==> src/rtl/dpsk_decode.sv <==
// DPSK receiver: correlates each symbol against a phase-0 reference carrier,
// slices the sign to an absolute code, then differentially decodes it.
module dpsk_decode #(
    parameter int SPS    = 16,
    parameter int THRESH = 1024
) (
    input  logic                           clk,
    input  logic                           reset_n,
    input  logic                           sample_en,
    input  logic                           sym_sync,
    input  logic [7:0]                     rx_sample,
    input  logic [7:0]                     ref_sample,
    output logic                           m_code_out,
    output logic                           abs_code_out,
    output logic                           code_valid,
    output logic                           erasure,
    output logic signed [16+$clog2(SPS)-1:0] sym_metric
);
    localparam int ACC_W = 16 + $clog2(SPS);
    localparam int CNT_W = $clog2(SPS);

    logic signed [7:0]       rs;
    logic signed [7:0]       cs;
    logic signed [15:0]      prod;
    logic signed [ACC_W-1:0] prod_ext;
    logic signed [ACC_W-1:0] sum;
    logic        [ACC_W:0]   sum_ext;
    logic        [ACC_W:0]   mag;

    logic [CNT_W-1:0]        cnt_q, cnt_d;
    logic signed [ACC_W-1:0] acc_q, acc_d;
    logic                    d_prev_q, d_prev_d;
    logic                    m_code_q, m_code_d;
    logic                    abs_code_q, abs_code_d;
    logic                    valid_q, valid_d;
    logic                    erasure_q, erasure_d;
    logic signed [ACC_W-1:0] metric_q, metric_d;

    // Flipping the MSB maps offset binary onto two's complement.
    assign rs       = $signed(rx_sample ^ 8'h80);
    assign cs       = $signed(ref_sample ^ 8'h80);
    assign prod     = rs * cs;
    assign prod_ext = ACC_W'(prod);
    assign sum      = acc_q + prod_ext;

    // One extra bit keeps the magnitude of the most negative sum representable.
    assign sum_ext  = {sum[ACC_W-1], sum};
    assign mag      = sum[ACC_W-1] ? -sum_ext : sum_ext;

    always_comb begin
        cnt_d      = cnt_q;
        acc_d      = acc_q;
        d_prev_d   = d_prev_q;
        m_code_d   = m_code_q;
        abs_code_d = abs_code_q;
        valid_d    = 1'b0;
        erasure_d  = erasure_q;
        metric_d   = metric_q;
        if (sample_en) begin
            if (sym_sync) begin
                acc_d = prod_ext;
                cnt_d = CNT_W'(1);
            end else if (cnt_q == CNT_W'(SPS - 1)) begin
                abs_code_d = sum[ACC_W-1];
                m_code_d   = sum[ACC_W-1] ^ d_prev_q;
                d_prev_d   = sum[ACC_W-1];
                metric_d   = sum;
                erasure_d  = (mag < (ACC_W+1)'(THRESH));
                valid_d    = 1'b1;
                acc_d      = '0;
                cnt_d      = '0;
            end else begin
                acc_d = sum;
                cnt_d = cnt_q + CNT_W'(1);
            end
        end
    end

    always_ff @(posedge clk or negedge reset_n) begin
        if (!reset_n) begin
            cnt_q      <= '0;
            acc_q      <= '0;
            d_prev_q   <= 1'b0;
            m_code_q   <= 1'b0;
            abs_code_q <= 1'b0;
            valid_q    <= 1'b0;
            erasure_q  <= 1'b0;
            metric_q   <= '0;
        end else begin
            cnt_q      <= cnt_d;
            acc_q      <= acc_d;
            d_prev_q   <= d_prev_d;
            m_code_q   <= m_code_d;
            abs_code_q <= abs_code_d;
            valid_q    <= valid_d;
            erasure_q  <= erasure_d;
            metric_q   <= metric_d;
        end
    end

    assign m_code_out   = m_code_q;
    assign abs_code_out = abs_code_q;
    assign code_valid   = valid_q;
    assign erasure      = erasure_q;
    assign sym_metric   = metric_q;
endmodule

==> config.mk <==
export PLATFORM = sky130hd
export DESIGN_NAME = dpsk_decode
export DESIGN_NICKNAME = d
export VERILOG_FILES = /design/src/rtl/dpsk_decode.sv
export SDC_FILE = /design/constraint.sdc
export NUM_CORES = 1
export LEC_CHECK = 0
export ABC_AREA = 0
export BUFFER_PORTS_ARGS = -buffer_cell sky130_fd_sc_hd__buf_2
export CORE_MARGIN = 2
export CORE_UTILIZATION = 50
export CTS_BUF_LIST = sky130_fd_sc_hd__clkbuf_8
export DETAILED_ROUTE_END_ITERATION = 12
export MAX_ROUTING_LAYER = met4
export PLACE_DENSITY = 0.73
export SYNTH_ARGS = -nofsm -noshare
export SYNTH_HDL_FRONTEND = slang
export SYNTH_SLANG_ARGS = --single-unit
==> constraint.sdc <==
create_clock -name clk -period 3.75 [get_ports clk]
set_clock_uncertainty 0.2 [all_clocks]
set_input_delay 0.75 -clock clk [delete_from_list [all_inputs] [get_ports clk]]
set_output_delay 0.75 -clock clk [all_outputs]
set_load 0.01 [all_outputs]
==> out/summary.txt <==
Slew HR -> 25.9%
Die Ht -> 109 µm
Routability Congestion -> 0.910
Max stage delay on crit path -> 0.54 ns
Tmin final -> 6.92 ns
Critical path's slowest cell -> fa_1
Post-DP HPWL -> 11.0 mm
R2r setup slk -> -0.09 ns
# DRC -> 0
Area growth from synthesis to layout -> 54.8%
Initial Util -> 51.2%
Reg clk slew, reported paths -> 0.09 ns
Synthesized-area fraction occupied by adder cells -> 31.5%
Setup violations, final -> 33
Final hold violation count -> 0
Gr usage total -> 27.9%
Routed wire length -> 18.2 mm
Fmax -> 0.144 GHz
Pin count of the biggest net entering global routing -> 48
H-tree level count -> 2
TNS Setup -> -65.56 ns
Synthesized cell area -> 5550 µm²
Ys Warns -> 0
Crit Path Class -> primary input to flip-flop
Post-Syn Nets -> 770
Slew Limit Fails -> 0
IO Pins -> 44
Synth Area in Simple Gates -> 18.7%
DRT Pass-1 Iters -> 5
Cell mode on critical path -> a21oi_2
Hold Crit Class -> flip-flop to flip-flop
XOR/XNOR Fraction of Synth Area -> 5.78%
CTS tree -> done
Most common flop cell mapped by yosys -> dfrtp_1
RSZ-0062 raised after global routing -> yes
ANT nets after route -> 0
Yosys reg bits -> 47
Antenna violations before repair -> 0
Worst EP arrival -> 6.96 ns
Post-synth EDFFs -> 0
Share of cells above drive strength 1 -> 47.0%
Worst-Margin Slew -> 1.11 ns
Max_cap viols -> 0
Failing checks -> negative setup slack
Die area -> 11900 µm²
Ant diodes -> 0
Cell taking the most area after synthesis -> dfrtp_1
Die span in x -> 109 µm
Sequential share of the synthesized area -> 21.2%
Clk buf depth -> 2
Mapped Avg Cell Area -> 8.61 µm²
Port-buffer cells -> 43
Clock sink total -> 47
Row count -> 38
Largest family of logic cells by synthesized area -> adder cells
Final Core Density -> 79.2%
DRT iter0 DRCs -> 312
WL per Instance -> 18.2 µm
Status -> complete, but fails checks
Netlist cell types -> 58
Global-route wire length before repair -> 25.5 mm
Startpoint types -> primary input
Final worst-path cycle share -> 185%
Worst setup margin -> -3.17 ns
Number of global-route vias before repair -> 5568
Gate Count Post-Synth -> 644
CTS buffer count -> 5
Asr flop ratio synth -> 100%
Via count -> 5622
Synth top area share -> 21.2%
Via density -> 5.64
Clock root buffer -> clkbuf_8
Hold_buf cts -> 0
Ranking of synthesized cells by area -> dfrtp_1, fa_1, ha_1, inv_1, nand2_1
Worst endpoint required time -> 3.79 ns
Worst skew pair latency -> 0.33 ns
Nets -> 982
Compound-cell area share of the yosys netlist -> 14.0%
Crit end category -> flip-flop
Core Area -> 10800 µm²
Worst Path Max Fanout -> 5
Overflow after GRT -> 0
Mux contribution to synthesized area -> 0.542%
[cells by family (layout without fill, tap and decap cells)]
family	after synthesis	count (layout)
adder cells (fa/ha/maj)	106	106
AND/OR/NAND/NOR	216	216
multiplexers	3	3
AO/OA/AOI/OAI	118	118
XOR/XNOR	34	34
buffers and inverters	120	333
flip-flops	47	47
[cell type report]
type	count	area, µm²
multi-input cells	477	4910
clock inverters	3	46.3
inverters	102	383
clock buffers	5	68.8
flip-flops and latches	47	1180
fillers	617	2260
repair buffers	223	1820
well taps	140	175
[synth_stat cells (all sizes together), types with 3 or more instances]
cell type  count
nand3         12
nor3           6
and2          39
mux2i          3
o21ai         22
a21o           4
clkbuf        17
nor4           3
and3           6
a31oi          4
o22ai          3
or2            5
a21oi         37
fa            56
dfrtp         47
o21bai         4
a22oi         12
xor2          11
nor2          35
inv          102
o21a           6
a2111oi        4
nand2         91
nor2b          5
o211ai         4
xnor2         22
ha            50
or3            4
[state kept, by name, summed over array words and instances (netlist names)]
| signal | flops |
|---|---|
| m_code_out | 1 |
| cnt_q | 4 |
| erasure | 1 |
| abs_code_out | 1 |
| code_valid | 1 |
| sym_metric | 19 |
| acc_q | 20 |
[metrics by stage]
stage	worst slack (ns)	hold slack, ns	area [µm²]	std cells
after floorplan	-2.85	0.254	5930	644
after global placement	-3.11	0.252	7230	940
after detailed placement	-3.28	0.258	7230	940
after CTS	-2.80	0.283	8100	979
after global routing	-3.42	0.306	8580	997
final	-3.17	0.280	8580	997
[worst max-delay path: cells and delay by family]
| family | cells | cell delay (ns) |
|---|---|---|
| xor gates and xnor gates | 2 | 0.50 |
| adders and majority gates | 6 | 2.67 |
| AOI/OAI and AO/OA | 16 | 2.61 |
| buffers and inverters | 5 | 0.28 |
| and+or+nand+nor | 1 | 0.15 |
[layout by cell type, fill, tap and decap left out, types with 8 or more instances in the layout]
cell | netlist | final
a21oi_2 | 0 | 20
nor2_1 | 35 | 30
dfrtp_1 | 47 | 47
fa_1 | 56 | 53
a22oi_2 | 0 | 8
o21ai_1 | 4 | 8
buf_4 | 1 | 141
nand2_2 | 0 | 10
o21ai_0 | 18 | 10
buf_2 | 0 | 30
and2_4 | 0 | 13
ha_4 | 0 | 19
and2_1 | 39 | 26
nand2_1 | 91 | 78
xnor2_1 | 21 | 11
ha_1 | 50 | 29
inv_2 | 0 | 21
xnor2_2 | 1 | 8
inv_1 | 102 | 81
buf_6 | 0 | 48
a21oi_1 | 37 | 13
[worst paths after layout]
| check | startpoint | end | cells after the start |
|---|---|---|---|
| worst max register to register | acc_q[1]$_DFFE_PN0P_ | erasure$_DFFE_PN0P_ | 11 |
| worst min-delay path | sym_metric[14]$_DFFE_PN0P_ | sym_metric[14]$_DFFE_PN0P_ | 2 |
| max in group asynchronous | reset_n | sym_metric[15]$_DFFE_PN0P_ | 1 |
| worst min register to register | sym_metric[14]$_DFFE_PN0P_ | sym_metric[14]$_DFFE_PN0P_ | 2 |
| min in group asynchronous | reset_n | acc_q[10]$_DFFE_PN0P_ | 1 |
| worst max-delay path | rx_sample[3] | erasure$_DFFE_PN0P_ | 30 |
[layer usage]
metal | global-route usage [%] | up-vias | wire length (µm)
met1 | 30.3 | 2738 | 6730
met5 | - | - | 0
met3 | 2.61 | 95 | 1070
met2 | 52.8 | 268 | 9400
met4 | 10.2 | 0 | 969
li1 | - | 2521 | -
[what timing repair did]
action,4_1_cts,5_1_grt
setup endpoints to repair,34,34
buffers inserted,34,20
pin swaps,47,36
resized for setup,125,65
Power is not shown: default switching activity piles up to over one toggle a cycle in this logic, so the estimate is an artifact.
